===== src/rtl/alu_arbiter.sv =====
// alu_arbiter: round-robin two-requester front end for a shared ALU; grant counters under ALU_ARB_STATS_EN
module alu_arbiter (
    input  logic        clk,
    input  logic        rst_n,
    input  logic        req0_valid,
    output logic        req0_ready,
    input  logic [3:0]  req0_ctrl,
    input  logic [31:0] req0_a,
    input  logic [31:0] req0_b,
    input  logic        req1_valid,
    output logic        req1_ready,
    input  logic [3:0]  req1_ctrl,
    input  logic [31:0] req1_a,
    input  logic [31:0] req1_b,
    output logic        rsp0_valid,
    input  logic        rsp0_ready,
    output logic        rsp1_valid,
    input  logic        rsp1_ready,
    output logic [31:0] rsp_result,
    output logic        rsp_zero,
    output logic [3:0]  alu_ctrl,
    output logic [31:0] alu_a,
    output logic [31:0] alu_b,
    input  logic [31:0] alu_result,
    input  logic        alu_zero,
    output logic [15:0] grant_cnt0,
    output logic [15:0] grant_cnt1
);
    typedef enum logic [1:0] {IDLE, ISSUE, RESP} state_t;
    state_t state, state_nxt;
    logic last, win0, win1, accept, rsp_take, id_q, zero_q;
    logic [3:0] ctrl_q;
    logic [31:0] a_q, b_q, res_q;
    // last holds the previous winner; a tie goes to the other requester
    always_comb begin
        win0 = req0_valid & (~req1_valid | last);
        win1 = req1_valid & (~req0_valid | ~last);
        accept = (state == IDLE) & (req0_valid | req1_valid);
        rsp_take = id_q ? rsp1_ready : rsp0_ready;
        state_nxt = state == IDLE ? (accept ? ISSUE : IDLE) :
                    state == ISSUE ? RESP :
                    (state == RESP && !rsp_take) ? RESP : IDLE;
    end
    always_ff @(posedge clk) begin
        if (!rst_n) begin
            state <= IDLE;
            last <= 1'b1;
            id_q <= 1'b0;
            ctrl_q <= '0;
            a_q <= '0;
            b_q <= '0;
            res_q <= '0;
            zero_q <= 1'b0;
        end else begin
            state <= state_nxt;
            if (accept) begin
                ctrl_q <= win1 ? req1_ctrl : req0_ctrl;
                a_q <= win1 ? req1_a : req0_a;
                b_q <= win1 ? req1_b : req0_b;
                id_q <= win1;
                last <= win1;
            end
            if (state == ISSUE) begin
                res_q <= alu_result;
                zero_q <= alu_zero;
            end
        end
    end
    assign req0_ready = (state == IDLE) & win0;
    assign req1_ready = (state == IDLE) & win1;
    assign alu_ctrl = (state == ISSUE) ? ctrl_q : 4'b0000;
    assign alu_a = (state == ISSUE) ? a_q : 32'd0;
    assign alu_b = (state == ISSUE) ? b_q : 32'd0;
    assign rsp0_valid = (state == RESP) & ~id_q;
    assign rsp1_valid = (state == RESP) & id_q;
    assign rsp_result = (state == RESP) ? res_q : 32'd0;
    assign rsp_zero = (state == RESP) & zero_q;
`ifdef ALU_ARB_STATS_EN
    logic [15:0] cnt0, cnt1;
    always_ff @(posedge clk) begin
        if (!rst_n) begin
            cnt0 <= '0;
            cnt1 <= '0;
        end else if (accept) begin
            if (!win1 && cnt0 != 16'hFFFF) cnt0 <= cnt0 + 16'd1;
            if (win1 && cnt1 != 16'hFFFF) cnt1 <= cnt1 + 16'd1;
        end
    end
    assign grant_cnt0 = cnt0;
    assign grant_cnt1 = cnt1;
`else
    assign grant_cnt0 = '0;
    assign grant_cnt1 = '0;
`endif
endmodule


===== config.mk =====
export PLATFORM = sky130hd
export DESIGN_NAME = alu_arbiter
export DESIGN_NICKNAME = d
export VERILOG_FILES = /design/src/rtl/alu_arbiter.sv
export SDC_FILE = /design/constraint.sdc
export NUM_CORES = 1
export LEC_CHECK = 0
export ABC_AREA = 1
export CAP_MARGIN = 25
export CORE_MARGIN = 5
export CORE_UTILIZATION = 30
export CTS_BUF_LIST = sky130_fd_sc_hd__clkbuf_8 sky130_fd_sc_hd__clkbuf_16
export DETAILED_ROUTE_END_ITERATION = 8
export DONT_BUFFER_PORTS = 1
export HOLD_SLACK_MARGIN = 0.15
export PLACE_DENSITY = 0.52
export REMOVE_ABC_BUFFERS = 1
export SLEW_MARGIN = 15
export SYNTH_ARGS = -nofsm -noshare
export SYNTH_HDL_FRONTEND = slang
export SYNTH_SLANG_ARGS = --single-unit
export TNS_END_PERCENT = 10

===== constraint.sdc =====
create_clock -name clk -period 1.5 [get_ports clk]
set_input_delay 0.15 -clock clk [delete_from_list [all_inputs] [get_ports clk]]
set_output_delay 0.15 -clock clk [all_outputs]
set_load 0.02 [all_outputs]

==> results by group <==
Detailed routing
  • DR pass1 iterations: 4
  • DR WL/cell: 12.6 um
  • Total Routed Length: 17,200 um
  • Vias/cell: 4.19
  • Antenna Nets Post-Route: 0
  • # DRC: 0
  • 1st-iter DRT viols: 195
  • Via count: 5,707

STA
  • Final Hold Fails: 55
  • Slew at the pin closest to its max-slew limit: 498 ps
  • Max-slew headroom: 66.7%
  • Final setup margin: -54.6 ps
  • Slew Viols, Final: 0
  • Worst hold slack: -57.7 ps
  • RSZ-0062 raised after global routing: yes
  • Highest clock rate: 0.643 GHz
  • Setup Skew: 10.8 ps
  • Setup-failing EPs final: 53
  • Final period utilization: 104%
  • Final Critical Period: 1550 ps

CTS
  • CTS Buffer Depth: 2
  • Clk pin slew, worst setup/hold paths: 80 ps
  • # clock sinks: 105
  • CTS tree: built
  • H-Tree Depth: 3
  • Cts bufs inserted: 9
  • Post-CTS Hold Fix Bufs: 5
  • Root Buffer: clkbuf_16
  • Worst-Skew Late Latency: 350 ps

Floorplanning
  • Core ar.: 0.0194 mm2
  • Num rows: 51
  • Die width: 150 um
  • Full die area: 0.0226 mm2
  • I/O pins: 312
  • Die Height: 150 um
  • Initial core utilization: 30.5%

Setup path
  • Data required, critical path: 1350 ps
  • R2R Path Start: state[1]
  • Slowest CP cell: dfxtp_2
  • Crit Path Category: reg -> out
  • Crit path max fanout: 28
  • Crit path DAT: 1400 ps
  • CP startpoint kind: flop
  • Worst r2r dst: state[1]
  • Max stage delay on crit path: 350 ps
  • CP top delay family: buffers and inverters
  • CP cell instances: inv_4, nand2_8, buf_4, nor2_1, buf_4
  • Worst R2R Path Depth: 6
  • FF-to-FF setup slack: 120 ps
  • Worst path bufs/invs: 3
  • Crit end category: output port
  • Most frequent CP cell: buf_4

Power and ir drop
  • Peak supply drop: 0.456 mV
  • Leakage: 3.82 nW
  • Pwr dens: 991 mW/mm2
  • Overall power: 0.00723 W

Status
  • Failing checks: hold timing, setup timing
  • Status: finished, violations left

GRT
  • First-pass GRT wire length: 25,400 um
  • Vias in the first global route: 5,085
  • GR Util All Layers: 13.9%
  • Initial antenna violation count: 0
  • Largest net degree at the start of global routing: 105
  • Total gr overflow: 0

Placed design
  • Pre-CTS setup slack: 206 ps
  • Port Buf Inserts: 0
  • DP Cell Count: 1,336
  • Hpwl dp: 12,000 um
  • Placer Congestion: 0.747

Hold path
  • Min-delay src: rst_n
  • Hold Path Cell Cnt: 2
  • Worst Hold End: res_q[27]
  • Min-delay worst type: in -> reg

Layout
  • Final net count: 1,267
  • Finished Layout Cells: 1,362
  • Area Overhead vs Synth: 23.5%
  • Share of layout cells above drive strength 1: 17.0%
  • Ant diodes: 0

Yosys
  • Cell count after synthesis: 1,038
  • Average cell area after synthesis: 5.69 um2
  • Post-Synthesis Cell Area: 0.00591 mm2
  • Synth cell types: 18
  • Yosys reg bits: 105
  • Post-synthesis sequential area ratio: 35.6%
  • Yosys Warn Count: 0

Flow run
  • Max-Cap Viols: 0
-- per-layer routing --
layer	part of all wire, %	track usage, %	wire length, um	up-vias
li1	-	-	-	3009
met1	45	17.3	7670	2471
met2	45	22.8	7670	213
met3	9.3	4.79	1600	14
met4	1.2	3.84	212	0
met5	0	0	0	-
-- per-stage QoR --
stage / cell area, um2 / hold slack (ps) / setup TNS (ps) / util [%]
2_1_floorplan: 5490 / 234 / -175730 / -
3_3_place_gp: 6630 / 266 / 0 / 34.2
3_5_place_dp: 6630 / 265 / 0 / 34.2
4_1_cts: 6980 / -113 / -4250 / 36.0
5_1_grt: 7300 / -90.4 / -6000 / 37.6
6_report: 7300 / -57.7 / -1350 / 37.6
-- worst max-delay path by stage --
| stage | start | endpoint | slack (ps) | cells after the start |
|---|---|---|---|---|
| finish | state[1] | alu_b[13] | -50 | 5 |
| global route | state[1] | alu_b[13] | -150 | 5 |
| CTS | state[1] | alu_a[30] | -70 | 4 |
| detailed placement | state[0] | a_q[3] | 210 | 7 |
| global placement | state[0] | a_q[3] | 220 | 7 |
| floorplan | state[1] | alu_a[0] | -1410 | 3 |
-- sequential cells by signal, summed over array words and instances, names as in the netlist --
name,cells
id_q,1
last,1
b_q,32
res_q,32
a_q,32
state,2
zero_q,1
ctrl_q,4
-- worst register-to-register path, stage by stage (launching register included) --
cell,delay [ps]
dfxtp_2,350
inv_4,60
buf_4,140
nand2_4,80
nand2_1,50
dlygate4sd3_1,540
a21oi_1,100
-- cells by family after synthesis --
kind of cell,share of synthesized area (%)
AO/OA/AOI/OAI,5.99
flip-flops,35.6
other,0.0635
AND/OR/NAND/NOR,38.2
buffers and inverters,20.2
-- placed cells by master (no fill, tap or decap) --
cell type and instances:
buf_6 12, nand3_1 3, inv_1 173, inv_6 2, o21ai_4 1, o21ai_0 34, buf_12 7, inv_2 1
conb_1 32, a21oi_1 35, nor2_4 7, buf_16 1, buf_4 73, clkinvlp_4 1, nor2_1 247, nand2_8 1
clkinv_2 5, dfxtp_2 1, dfxtp_1 103, buf_8 1, inv_4 1, dfxtp_4 1, dlygate4sd3_1 5, nand2_4 2
clkbuf_16 11, nand2_1 278, nor2_2 59
-- power breakdown --
part	switching (W)	internal [W]	total (W)
combinational	0.00122	0.000629	0.00184
sequential	0.0000743	0.00308	0.00315
clock	0.00111	0.00113	0.00224
total	0.00240	0.00484	0.00723
-- area by class of cell --
cell class                 count  area, um2
tap                          265        332
clock buffer                   9        225
clock inverter                 7       45.0
inverter                     176        664
fill                        2202      12100
multi-input combinational    699       2960
timing repair buffer         101        966
sequential                   105       2110
-- cells in the mapped netlist --
library cell	count	share of area, %
nand3_1	3	0.25
buf_6	3	0.57
o21ai_2	1	0.15
nor2_4	1	0.19
nand2_2	1	0.11
nand2_1	280	18
buf_4	37	4.7
clkinv_1	1	0.063
buf_1	3	0.19
conb_1	1	0.063
inv_2	1	0.063
dfxtp_1	105	36
clkbuf_1	17	1.1
a21oi_1	35	3.0
o21ai_0	34	2.9
buf_2	29	2.5
inv_1	174	11
nor2_1	312	20
-- timing repair --
item	4_1_cts	5_1_grt
setup buffers	0	2
pin swaps	0	0
hold endpoints to repair	105	102
resized for setup	14	80
endpoints found under the setup margin	101	102
gates cloned	0	3
Power figures use the tool's default switching activity.
